--- src/rtl/reaction_arbiter_pkg.sv ---
// Shared types and constants for the reaction arbiter: FSM encoding,
// player indices and the tie winner code.
package reaction_arbiter_pkg;

  typedef enum logic [1:0] {
    WAIT_CD = 2'd0,
    ARMED   = 2'd1,
    DONE    = 2'd2
  } state_e;

  localparam int PLAYER_A = 0;
  localparam int PLAYER_B = 1;

  localparam logic [1:0] WINNER_TIE = 2'b11;

  // One-hot code of the opponent of a single one-hot player code.
  function automatic logic [1:0] other_player(input logic [1:0] player);
    return {player[PLAYER_A], player[PLAYER_B]};
  endfunction

endpackage

--- src/rtl/button_conditioner.sv ---
// Conditions one raw pushbutton: multi-flop synchroniser, saturating
// debounce counter and a one-cycle press pulse on acceptance.
// SYNC_STAGES must be 2 or more; DEBOUNCE_COUNT must be 2 or more.
module button_conditioner #(
  parameter int SYNC_STAGES    = 2,
  parameter int DEBOUNCE_COUNT = 120000
) (
  input  logic clk,
  input  logic reset,
  input  logic btn_raw,
  output logic press_evt_out
);

  localparam int CNT_W = $clog2(DEBOUNCE_COUNT + 1);
  localparam logic [CNT_W-1:0] CNT_MAX = CNT_W'(DEBOUNCE_COUNT - 1);

  logic [SYNC_STAGES-1:0] sync_q, sync_d;
  logic [CNT_W-1:0]       cnt_q, cnt_d;
  logic                   pressed_q, pressed_d;
  logic                   pressed_prev_q, pressed_prev_d;
  logic                   sync_out;
  logic                   cnt_sat;

  assign sync_out = sync_q[SYNC_STAGES-1];
  assign cnt_sat  = (cnt_q == CNT_MAX);

  // Next-state: shift the synchroniser, run the saturating counter and
  // accept a press once the counter is saturated and the input is still high,
  // i.e. after DEBOUNCE_COUNT consecutive high synchronised samples.
  always_comb begin
    sync_d         = {sync_q[SYNC_STAGES-2:0], btn_raw};
    cnt_d          = cnt_q;
    pressed_d      = sync_out && cnt_sat;
    pressed_prev_d = pressed_q;
    if (!sync_out) begin
      cnt_d = '0;
    end else if (!cnt_sat) begin
      cnt_d = cnt_q + 1'b1;
    end
  end

  // Conditioning registers, all cleared by the synchronous reset.
  always_ff @(posedge clk) begin
    if (reset) begin
      sync_q         <= '0;
      cnt_q          <= '0;
      pressed_q      <= 1'b0;
      pressed_prev_q <= 1'b0;
    end else begin
      sync_q         <= sync_d;
      cnt_q          <= cnt_d;
      pressed_q      <= pressed_d;
      pressed_prev_q <= pressed_prev_d;
    end
  end

  assign press_evt_out = pressed_q && !pressed_prev_q;

endmodule

--- src/rtl/reaction_arbiter.sv ---
// Reaction-game arbiter: conditions both player buttons, decides
// win / foul / tie against the countdown-done flag and holds the result
// until the next reset.
module reaction_arbiter
  import reaction_arbiter_pkg::*;
#(
  parameter int CLOCK_FREQ     = 12000000,
  parameter int SYNC_STAGES    = 2,
  parameter int DEBOUNCE_COUNT = CLOCK_FREQ / 100
) (
  input  logic       clk,
  input  logic       reset,
  input  logic       cd_done_in,
  input  logic [1:0] btn_in,
  output logic [1:0] winner_out,
  output logic [1:0] foul_out,
  output logic       tie_out,
  output logic       result_valid_out
);

  logic [1:0] press_evt;
  state_e     state_q, state_d;
  logic [1:0] winner_q, winner_d;
  logic [1:0] foul_q, foul_d;
  logic       tie_q, tie_d;

  button_conditioner #(
    .SYNC_STAGES   (SYNC_STAGES),
    .DEBOUNCE_COUNT(DEBOUNCE_COUNT)
  ) u_cond_a (
    .clk          (clk),
    .reset        (reset),
    .btn_raw      (btn_in[PLAYER_A]),
    .press_evt_out(press_evt[PLAYER_A])
  );

  button_conditioner #(
    .SYNC_STAGES   (SYNC_STAGES),
    .DEBOUNCE_COUNT(DEBOUNCE_COUNT)
  ) u_cond_b (
    .clk          (clk),
    .reset        (reset),
    .btn_raw      (btn_in[PLAYER_B]),
    .press_evt_out(press_evt[PLAYER_B])
  );

  // Round FSM: events are judged against the current state before any
  // WAIT_CD->ARMED move, so a press coinciding with countdown-done is a foul.
  always_comb begin
    state_d  = state_q;
    winner_d = winner_q;
    foul_d   = foul_q;
    tie_d    = tie_q;
    case (state_q)
      WAIT_CD: begin
        if (press_evt == 2'b11) begin
          foul_d   = 2'b11;
          winner_d = 2'b00;
          state_d  = DONE;
        end else if (press_evt != 2'b00) begin
          foul_d   = press_evt;
          winner_d = other_player(press_evt);
          state_d  = DONE;
        end else if (cd_done_in) begin
          state_d = ARMED;
        end
      end
      ARMED: begin
        if (press_evt == 2'b11) begin
          winner_d = WINNER_TIE;
          tie_d    = 1'b1;
          state_d  = DONE;
        end else if (press_evt != 2'b00) begin
          winner_d = press_evt;
          state_d  = DONE;
        end
      end
      DONE: begin
        state_d = DONE;
      end
      default: begin
        state_d = WAIT_CD;
      end
    endcase
  end

  // State and outcome registers; reset starts a fresh round.
  always_ff @(posedge clk) begin
    if (reset) begin
      state_q  <= WAIT_CD;
      winner_q <= 2'b00;
      foul_q   <= 2'b00;
      tie_q    <= 1'b0;
    end else begin
      state_q  <= state_d;
      winner_q <= winner_d;
      foul_q   <= foul_d;
      tie_q    <= tie_d;
    end
  end

  assign winner_out       = winner_q;
  assign foul_out         = foul_q;
  assign tie_out          = tie_q;
  assign result_valid_out = (state_q == DONE);

endmodule

--- config.mk ---
export PLATFORM = sky130hd
export DESIGN_NAME = reaction_arbiter
export DESIGN_NICKNAME = d
export VERILOG_FILES = /design/src/rtl/reaction_arbiter_pkg.sv /design/src/rtl/button_conditioner.sv /design/src/rtl/reaction_arbiter.sv
export SDC_FILE = /design/constraint.sdc
export NUM_CORES = 1
export LEC_CHECK = 0
export ABC_AREA = 0
export BUFFER_PORTS_ARGS = -buffer_cell sky130_fd_sc_hd__buf_2
export CAP_MARGIN = 0
export CORE_AREA = 2 2 119 86
export CTS_BUF_LIST = sky130_fd_sc_hd__clkbuf_8
export DETAILED_ROUTE_END_ITERATION = 8
export DIE_AREA = 0 0 121 88
export HOLD_SLACK_MARGIN = 0.15
export SYNTH_ARGS = -nofsm -noshare
export SYNTH_HDL_FRONTEND = slang
export SYNTH_SLANG_ARGS = --single-unit
export TNS_END_PERCENT = 5
--- constraint.sdc ---
create_clock -name clk -period 2.48 [get_ports clk]
set_input_delay 0.124 -clock clk [delete_from_list [all_inputs] [get_ports clk]]
set_output_delay 0.124 -clock clk [all_outputs]
set_load 0.01 [all_outputs]
== Yosys cells after proc, flatten, opt, wreduce, memory -nomap -nowiden ==
Index checks and enable logic that the tools add are counted.
Operators by class
  add/sub/neg operators: 2
  eq/ne operators: 8
  muxes and demuxes: 11
  bitwise operators: 2
  reduce and logical (&&, ||, !) cells: 16
Operators by type and width (count)
  $add A17 B1 Y17 const B: 2
  $eq A17 B17 Y1 const B: 2
  $mux W2: 9
  $ne A3 B3 Y1 const B: 2
  $pmux W2 S3: 1
  $reduce_and A2 Y1: 3
  $reduce_bool A2 Y1: 3
  $eq A2 B2 Y1 const B: 2
  $logic_and A1 B1 Y1: 4
  $ne A4 B4 Y1 const B: 1
  $pmux W2 S2: 1
  $reduce_or A2 Y1: 2
  $reduce_and A3 Y1: 1
  $eq A2 B1 Y1 const B: 1
  $logic_not A1 Y1: 2
  $logic_not A2 Y1: 1
  $not A1 Y1: 2
Storage, ports and cells
  register bits: 49
  input port bits: 5
  output and inout port bits: 6
  word-level logic and storage cells: 51

== Depth between registers and ports, before layout ==
Gate-level depths: netlist of run 1.
  depth after elaboration: 6
  gate-level depth with buffers: 6
  mapped depth without buffers: 6

== By module ==
A second synthesis of run 1 with hierarchy kept.
Unflattened totals
  cell total of the unflattened synthesis: 245
  area, all modules: 2215.9 µm²
By module, submodules not included
  button_conditioner: instances 2, cells each 101, area each 912.1 µm², sequential area each 420.4 µm²
  reaction_arbiter: instances 1, cells each 43, area each 391.6 µm², sequential area each 140.1 µm²

== Worst setup path before layout of run 1 ==
No wires, ideal clock.
  kind: flip-flop to flip-flop
  start: register u_cond_b.cnt_q[0]
  end: register u_cond_b.cnt_q[16]
  library setup time: 0.071 ns
  arrival time: 1.720 ns
  data required time: 2.409 ns
  setup slack: 0.689 ns
  stages on the path, launching flop included: 6
  buffers on the path: 0
  clock period less this slack: 1.791 ns
  cell sequence: dfxtp_1 > ha_1 > nand4_1 > nor4_1 > or3b_2 > a21oi_1
Between the ends
  cells in the longest elaborated chain, start to end: 1
  elaborated cells between the ends (all ways): 2
  those cells by class: 1 x add/sub; 1 x eq/ne
Ends and longest elaborated chain
  from (decl): line button_conditioner.sv:18  | logic [CNT_W-1:0] cnt_q, cnt_d;
  from (signal assigned): line button_conditioner.sv:51  | cnt_q <= cnt_d;
  $add A17 B1 Y17 or $eq A17 B17 Y1 (tied branches): line button_conditioner.sv:38, button_conditioner.sv:25
Parallel ways exist; a longest one is shown, timed or not.
A chain may end at the register's enable or synchronous reset.

== Final worst setup path of run 1 ==
Ends and elaborated chain as after synthesis.

==> results.yml, run 1 <==
run_status:
  outcome: "finished, final reports clean"
clock_network:
  post-cts-setup-buffers: 0
  cts_max_path_buffers: 2
  clkSinkCount: 49
  cts_made_buffers: 5
  cts_root_buffer: "clkbuf_8"
  clkLatencyLatePin_ps: 320
  cts-htree-levels: 2
  cts_tree: "yes"
  clk_pin_slew_ps: 100
routing:
  detail_route.wl_per_cell_um: 10.65
  m1WireLength_mm: 2.301
  first_iter_violations: 125
  drt_pass1_iterations: 4
  met3_length_um: 171
  via_per_inst: 4.536
  highest-signal-layer: "met4"
  drc: 0
  postRouteWirelength_mm: 4.195
  via_count: 1787
  wl_met2_mm: 1.684
  ant_nets: 0
sta:
  fin_skew_ps: 14.19
  post-route-period-util_pct: 80.79
  drv_slew: 0
  rsz0062_at_grt: "false"
  worst_pin_slew_ps: 543.2
  setup_ws_ps: 476.5
  hold_violations: 0
  finalSetupTns_ps: 0
  fmax_mhz: 499.1
  setup_viol: 0
  max_slew_margin_pct: 63.51
  final.min_clock_period_ps: 2004
yosys:
  yosysWarningCount: 0
  synth_cell_type_count: 40
  ys.flop_type: "dfxtp_1"
  synth-edff-count: 0
  async_flop_share_pct: 0
  netlist_instances: 252
  ys_seq_elements: 49
  syn_area_um2: 2231
  avgSynthCellArea_um2: 8.853
  yosysSeqAreaShare_pct: 43.97
  synth_nets: 263
grt:
  antenna_found_initial: 0
  grt_pass1_vias: 1666
  grt_max_degree: 18
  grt_pass1_wl_mm: 7.665
  grt_overflow: 0
  grt_usage_pct: 8.888
worst_setup_path:
  crit_fanout: 5
  cp.required_ps: 2730
  cp.arrival_ps: 2260
  critPathLaunchType: "register"
  criticalPathCategory: "reg2reg"
  crit_path_end_kind: "register"
final_layout:
  nets: 276
  area_growth_pct: 14.13
  diodes: 0
  nFillCells: 1021
  instances_no_fill: 394
  drive_above_1_share_pct: 10.90
power:
  p_leak_uw: 0.0008391
  peakVddDrop_mv: 0.1818
  powerDensity_nw_per_um2: 560.1
  p_total_uw: 1426
run:
  cap_violations: 0
floorplan:
  rows: 30
  die_x_um: 121
  start_util_pct: 23.49
  die-area_um2: 10650
  die_h_um: 88
  core-area_um2: 9497
  ios: 11
place:
  dp_slack_ps: 485.6
  post-place-cells: 383
  io_buffers: 10
  dp_hpwl_mm: 2.991
  place_congestion: 0.8187
min_path:
  worstHoldPathType: "in2reg"
## placed cells by master (no fill, tap or decap), drive strengths merged, types with 8 or more instances in the layout
cell type  count
nand3         10
or3            9
nor2          22
a21oi         17
buf           12
and4           8
o21ai         11
nand2         18
xor2          12
nand4         12
dfxtp         49
nor2b         11
## flip-flops by register name, summed over array words and instances (netlist names)
name                     count
u_cond_a.cnt_q              17
u_cond_b.cnt_q              17
foul_out                     2
state_q                      2
u_cond_a.sync_q              2
u_cond_b.sync_q              2
winner_out                   2
tie_out                      1
u_cond_a.pressed_prev_d      1
u_cond_a.pressed_prev_q      1
u_cond_b.pressed_prev_d      1
u_cond_b.pressed_prev_q      1
## through the flow
step,utilization [%],area [um^2],hold slack [ps]
final,26.81,2546,161.7
after global routing,26.81,2546,170.4
after CTS,26.81,2546,154.3
after detailed placement,25.51,2422,342.0
after global placement,25.51,2422,341.9
after floorplan,-,2231,195.6
## path summary, 6_finish.rpt
check	startpoint	endpoint	slack (ps)	depth (start not counted)
setup reg to reg	u_cond_b.cnt_q[0]	u_cond_b.cnt_q[16]	480	5
hold reg to reg	u_cond_a.sync_q[0]	u_cond_a.sync_q[1]	440	1
hold / removal	reset	u_cond_a.pressed_prev_q	160	2
setup / recovery	u_cond_b.cnt_q[0]	u_cond_b.cnt_q[16]	480	5
## power breakdown
part | switching (uW) | leakage [uW] | total (uW) | internal [uW]
logic | 60.4 | 0.000398 | 111 | 51.0
clock network | 293 | 0.0000447 | 497 | 204
registers | 13.7 | 0.000396 | 818 | 804
total | 367 | 0.000839 | 1430 | 1060
## final cells by class
type / instances / area [um^2] / share of cell area (%)
clock inverter: 3 / 25.02 / 0.9828
timing repair buffer: 15 / 95.09 / 3.735
clock buffer: 5 / 68.82 / 2.703
multi-input combinational: 189 / 1197 / 47.03
sequential: 49 / 980.9 / 38.53
inverter: 5 / 18.77 / 0.7371
tap: 128 / 160.2 / 6.290
## routing by layer
layer  track usage [%]  up-vias
met5                 0        -
met4             2.854        0
met3             3.516        5
met2             12.77       22
met1             12.15      820
li1                  -      940
## repair_timing
item | 4_1_cts | 5_1_grt
gates resized for setup | 0 | 0
hold buffers | 3 | 0
setup endpoints to repair | 0 | 0
hold endpoints to repair | 3 | 0
## cell families after synthesis
| group | share of synthesized area, % |
|---|---|
| mux | 0.4487 |
| simple gates | 32.02 |
| xor+xnor | 5.889 |
| fa+ha+maj | 3.365 |
| buf+inv | 2.356 |
| flops | 43.97 |
| compound gates | 11.95 |
## synth_stat cells (6+ instances only)
cell type / instances / area, um^2
xor2_1: 12 / 105.1
nand3_1: 10 / 50.05
and4_1: 7 / 61.31
a21oi_1: 17 / 85.08
dfxtp_1: 49 / 980.9
ha_1: 6 / 75.07
nor2b_1: 11 / 68.82
or3_1: 7 / 43.79
nor3_1: 6 / 30.03
o21ai_0: 11 / 55.05
nor2_1: 22 / 82.58
nand2_1: 18 / 67.56
nand4_1: 12 / 75.07
clkbuf_1: 9 / 33.78
## critical path, stage by stage (launching register included)
cell and delay (ps):
dfxtp_1 400, ha_1 250, nand4_1 220, nor4_1 440, or3b_2 480, a21oi_1 150
Note: power is estimated with default switching activity, not from simulation.
==> run 2, diff against run 1 <==
==> constraint.sdc (replaced) <==
create_clock -name clk -period 1.69 [get_ports clk]
set_input_delay 0.0845 -clock clk [delete_from_list [all_inputs] [get_ports clk]]
set_output_delay 0.0845 -clock clk [all_outputs]
set_load 0.01 [all_outputs]
==> results.yml, run 2 (same netlist as run 1, synthesis figures left out) <==
routing:
  postRouteWirelength_mm: 4.466
  detail_route.wl_per_cell_um: 10.81
  first_iter_violations: 94
  ant_nets: 0
  drt_pass1_iterations: 4
  via_per_inst: 4.508
  via_count: 1862
  drc: 0
floorplan:
  core-area_um2: 9497
  die_h_um: 88
  die_x_um: 121
  ios: 11
  rows: 30
  die-area_um2: 10650
  start_util_pct: 23.49
worst_setup_path:
  crit_buf_inv: 0
  cp.arrival_ps: 1880
  cp.required_ps: 1940
  crit_fanout: 5
  path_delay_family: "simple AND/OR/NAND/NOR gates"
  criticalPathCategory: "reg2reg"
  crit_chain: "ha_4 > nand4_1 > nor4_2 > or3b_4 > a21oi_2"
  critPathLaunchType: "register"
  critPathSlowestCell: "or3b_4"
  crit_path_end_kind: "register"
  cp_slowest_stage_delay_ps: 420
grt:
  grt_max_degree: 18
  grt_usage_pct: 8.780
  antenna_found_initial: 0
  grt_overflow: 0
  grt_pass1_wl_mm: 7.686
  grt_pass1_vias: 1698
run_status:
  outcome: "finished, final reports clean"
sta:
  worst_pin_slew_ps: 405.3
  hold_violations: 0
  setup_viol: 0
  post-route-period-util_pct: 96.37
  fin_skew_ps: 6.417
  rsz0062_at_grt: "false"
  fmax_mhz: 614.0
  max_slew_margin_pct: 72.98
  final.min_clock_period_ps: 1629
  setup_ws_ps: 61.42
  drv_slew: 0
clock_network:
  clk_pin_slew_ps: 100
  cts_made_buffers: 5
  cts_max_path_buffers: 2
  cts_tree: "yes"
  cts-htree-levels: 2
  cts_root_buffer: "clkbuf_8"
  clkLatencyLatePin_ps: 300
  clkSinkCount: 49
final_layout:
  final_common_cell: "dfxtp_1"
  area_growth_pct: 22.55
  reg_top3: "u_cond_a.cnt_q: 17 flops, u_cond_b.cnt_q: 17 flops"
  diodes: 0
  drive_above_1_share_pct: 18.95
  nets: 295
  fin_util_pct: 28.79
  final_cell_mix: "46 x dfxtp_1, 22 x nor2_1, 18 x nand2_1, 18 x buf_4, 15 x a21oi_1"
power:
  peakVddDrop_mv: 0.3115
  p_total_uw: 2080
  powerDensity_nw_per_um2: 761.0
  p_leak_uw: 0.0009343
place:
  io_buffers: 10
  dp_hpwl_mm: 3.176
  place_congestion: 0.7846
  dp_slack_ps: 0.9704
run:
  cap_violations: 0
min_path:
  worstHoldPathType: "reg2reg"
run 2: routing by layer:
| layer | share of wire, % | track usage, % |
|---|---|---|
| met1 | 55 | 12.24 |
| met2 | 41 | 13.23 |
| met3 | 3.2 | 2.865 |
| met4 | 0.58 | 1.903 |
| met5 | 0 | 0 |
run 2: where the power goes:
| part | total [uW] | switching, uW | internal [uW] | leakage (uW) |
|---|---|---|---|---|
| Sequential | 1200 | 19.8 | 1180 | 0.000398 |
| Clock | 715 | 420 | 295 | 0.0000445 |
| Combinational | 168 | 89.2 | 79.1 | 0.000492 |
run 2: stage by stage:
| stage | area [um^2] | cells | TNS [ps] | hold slack [ps] |
|---|---|---|---|---|
| floorplan | 2240 | 252 | -119.8 | 156.1 |
| global placement | 2529 | 396 | 0 | 301.4 |
| detailed placement | 2529 | 396 | 0 | 298.6 |
| CTS | 2715 | 412 | -6.747 | 447.3 |
| global route | 2734 | 413 | 0 | 456.6 |
| finish | 2734 | 413 | 0 | 445.5 |
run 2: final cells by class:
cell class / count / area, um^2
Clock buffer: 5 / 68.82
Clock inverter: 3 / 21.27
Fill cell: 1017 / 6763
Inverter: 5 / 18.77
Multi-Input combinational cell: 189 / 1229
Sequential cell: 49 / 989.7
Tap cell: 128 / 160.2
Timing Repair Buffer: 34 / 246.5
run 2: timing repair:
| item | 4_1_cts | 5_1_grt |
|---|---|---|
| endpoints found under the hold margin | 10 | 0 |
| hold buffers | 5 | 0 |
| setup endpoints to repair | 2 | 10 |
| pin swaps | 1 | 2 |
| setup buffers | 3 | 1 |
| resized for setup | 7 | 4 |
run 2: path summary, 6_finish.rpt:
path	start	to	slack, ps	depth (start not counted)
worst max-delay path	u_cond_b.cnt_q[0]	u_cond_b.cnt_q[16]	60	5
worst min-delay path	u_cond_a.sync_q[0]	u_cond_a.sync_q[1]	450	1
worst max register to register	u_cond_b.cnt_q[0]	u_cond_b.cnt_q[16]	60	5
worst min register to register	u_cond_a.sync_q[0]	u_cond_a.sync_q[1]	450	1
==> run 3, diff against run 2 <==
--- a/config.mk
+++ b/config.mk
@@ -13,6 +13,7 @@
 export DETAILED_ROUTE_END_ITERATION = 8
 export DIE_AREA = 0 0 121 88
 export HOLD_SLACK_MARGIN = 0.15
+export PLACE_DENSITY = 0.41
 export SYNTH_ARGS = -nofsm -noshare
 export SYNTH_HDL_FRONTEND = slang
 export SYNTH_SLANG_ARGS = --single-unit
==> results.yml, run 3 (same netlist as run 1, synthesis figures left out) <==
clock_network:
  cts_max_path_buffers: 2
  clkSinkCount: 49
  clk_pin_slew_ps: 90
  clkLatencyLatePin_ps: 310
  cts-htree-levels: 2
  cts_root_buffer: "clkbuf_8"
  cts_made_buffers: 5
  cts_tree: "yes"
sta:
  fmax_mhz: 615.1
  hold_slack_ps: 445.9
  fin_skew_ps: 4.884
  max_slew_margin_pct: 74.39
  post-route-period-util_pct: 96.20
  drv_slew: 0
  final.min_clock_period_ps: 1626
  rsz0062_at_grt: "false"
  setup_viol: 0
  worst_pin_slew_ps: 384.1
  hold_violations: 0
grt:
  grt_overflow: 0
  grt_pass1_wl_mm: 8.542
  grt_pass1_vias: 1705
  antenna_found_initial: 0
  grt_usage_pct: 10.22
  grt_max_degree: 17
power:
  powerDensity_nw_per_um2: 758.4
  peakVddDrop_mv: 0.3433
  p_leak_uw: 0.0009503
floorplan:
  die-area_um2: 10650
  ios: 11
  die_x_um: 121
  start_util_pct: 23.49
  die_h_um: 88
  rows: 30
  core-area_um2: 9497
routing:
  postRouteWirelength_mm: 5.098
  first_iter_violations: 114
  ant_nets: 0
  detail_route.wl_per_cell_um: 12.31
  via_count: 1895
  drc: 0
  drt_pass1_iterations: 4
  via_per_inst: 4.577
worst_setup_path:
  crit_buf_inv: 0
  cp.arrival_ps: 1870
  cp.required_ps: 1940
  cp_slowest_stage_delay_ps: 420
  critPathSlowestCell: "or3b_4"
  critPathLaunchType: "register"
  criticalPathCategory: "reg2reg"
  crit_path_end_kind: "register"
  crit_fanout: 5
  path_delay_family: "simple AND/OR/NAND/NOR gates"
  crit_chain: "ha_4 > nand4_1 > nor4_2 > or3b_4 > a21oi_2"
place:
  io_buffers: 10
  postPlaceCellArea_um2: 2566
  dp_hpwl_mm: 3.654
  post-place-cells: 401
  place_congestion: 0.7067
final_layout:
  instances_no_fill: 414
  area_growth_pct: 22.99
  diodes: 0
  nets: 297
  final_cell_mix: "46 x dfxtp_1, 22 x nor2_1, 22 x buf_4"
  drive_above_1_share_pct: 19.93
  reg_top3: "u_cond_a.cnt_q: 17 flops, u_cond_b.cnt_q: 17 flops"
  final_common_cell: "dfxtp_1"
  final_cell_area_um2: 2744
run:
  cap_violations: 0
run_status:
  outcome: "finished, final reports clean"
min_path:
  worstHoldPathType: "reg2reg"
run 3: cell types whose count changed in the layout (fill, tap and decap cells not counted), sizes merged:
cell	before	now
clkinvlp	1	0
buf	29	32
clkbuf	5	6
dlygate4sd3	5	4
clkinv	1	0
run 3: worst paths after layout:
path,start,endpoint,slack (ps),cells after the start
worst min-delay path,u_cond_a.sync_q[0],u_cond_a.sync_q[1],450,1
worst max-delay path,u_cond_b.cnt_q[1],u_cond_b.cnt_q[16],60,5
worst max register to register,u_cond_b.cnt_q[1],u_cond_b.cnt_q[16],60,5
worst min register to register,u_cond_a.sync_q[0],u_cond_a.sync_q[1],450,1
run 3: what timing repair did:
action / CTS / global route
setup endpoints to repair: 3 / 8
gates resized for setup: 0 / 11
setup buffers: 0 / 2
pin swaps: 1 / 2
endpoints found under the hold margin: 4 / 0
hold buffers: 4 / 0
run 3: final cells by class:
class,instances,area (um^2)
Inverter,5,18.77
Sequential cell,49,987.2
Timing Repair Buffer,36,255.2
Clock inverter,1,3.754
Clock buffer,6,82.58
Multi-Input combinational cell,189,1236
Tap cell,128,160.2
Fill cell,1019,6753
run 3: power breakdown:
group | switching, uW | total [uW] | internal, uW
combinational | 91.8 | 171 | 78.8
clock | 390 | 710 | 320
sequential | 22.1 | 1200 | 1180
run 3: through the flow:
step	utilization [%]	TNS (ps)	total power, uW	setup WS (ps)
finish	28.89	0	2081	64.15
global route	28.89	0	2208	11.62
CTS	28.35	-0.8831	2128	-0.8831
detailed placement	27.02	0	1393	1.520
global placement	27.02	0	1392	36.32
floorplan	-	-119.8	1338	-49.17
run 3: metal layers:
metal / vias to the layer above / global-route usage [%] / part of all wire [%] / routed length (um)
li1: 976 / - / - / -
met2: 12 / 13.74 / 40 / 2028
met5: - / 0 / 0 / 0
met1: 902 / 15.17 / 57 / 2905
met4: 0 / 3.171 / 0.71 / 36
met3: 5 / 3.320 / 2.5 / 128
run 3: worst register-to-register path: stages, from the launching register on:
cell	delay (ps)
dfxtp_4	380
ha_4	150
nand4_1	140
nor4_2	350
or3b_4	420
a21oi_2	130
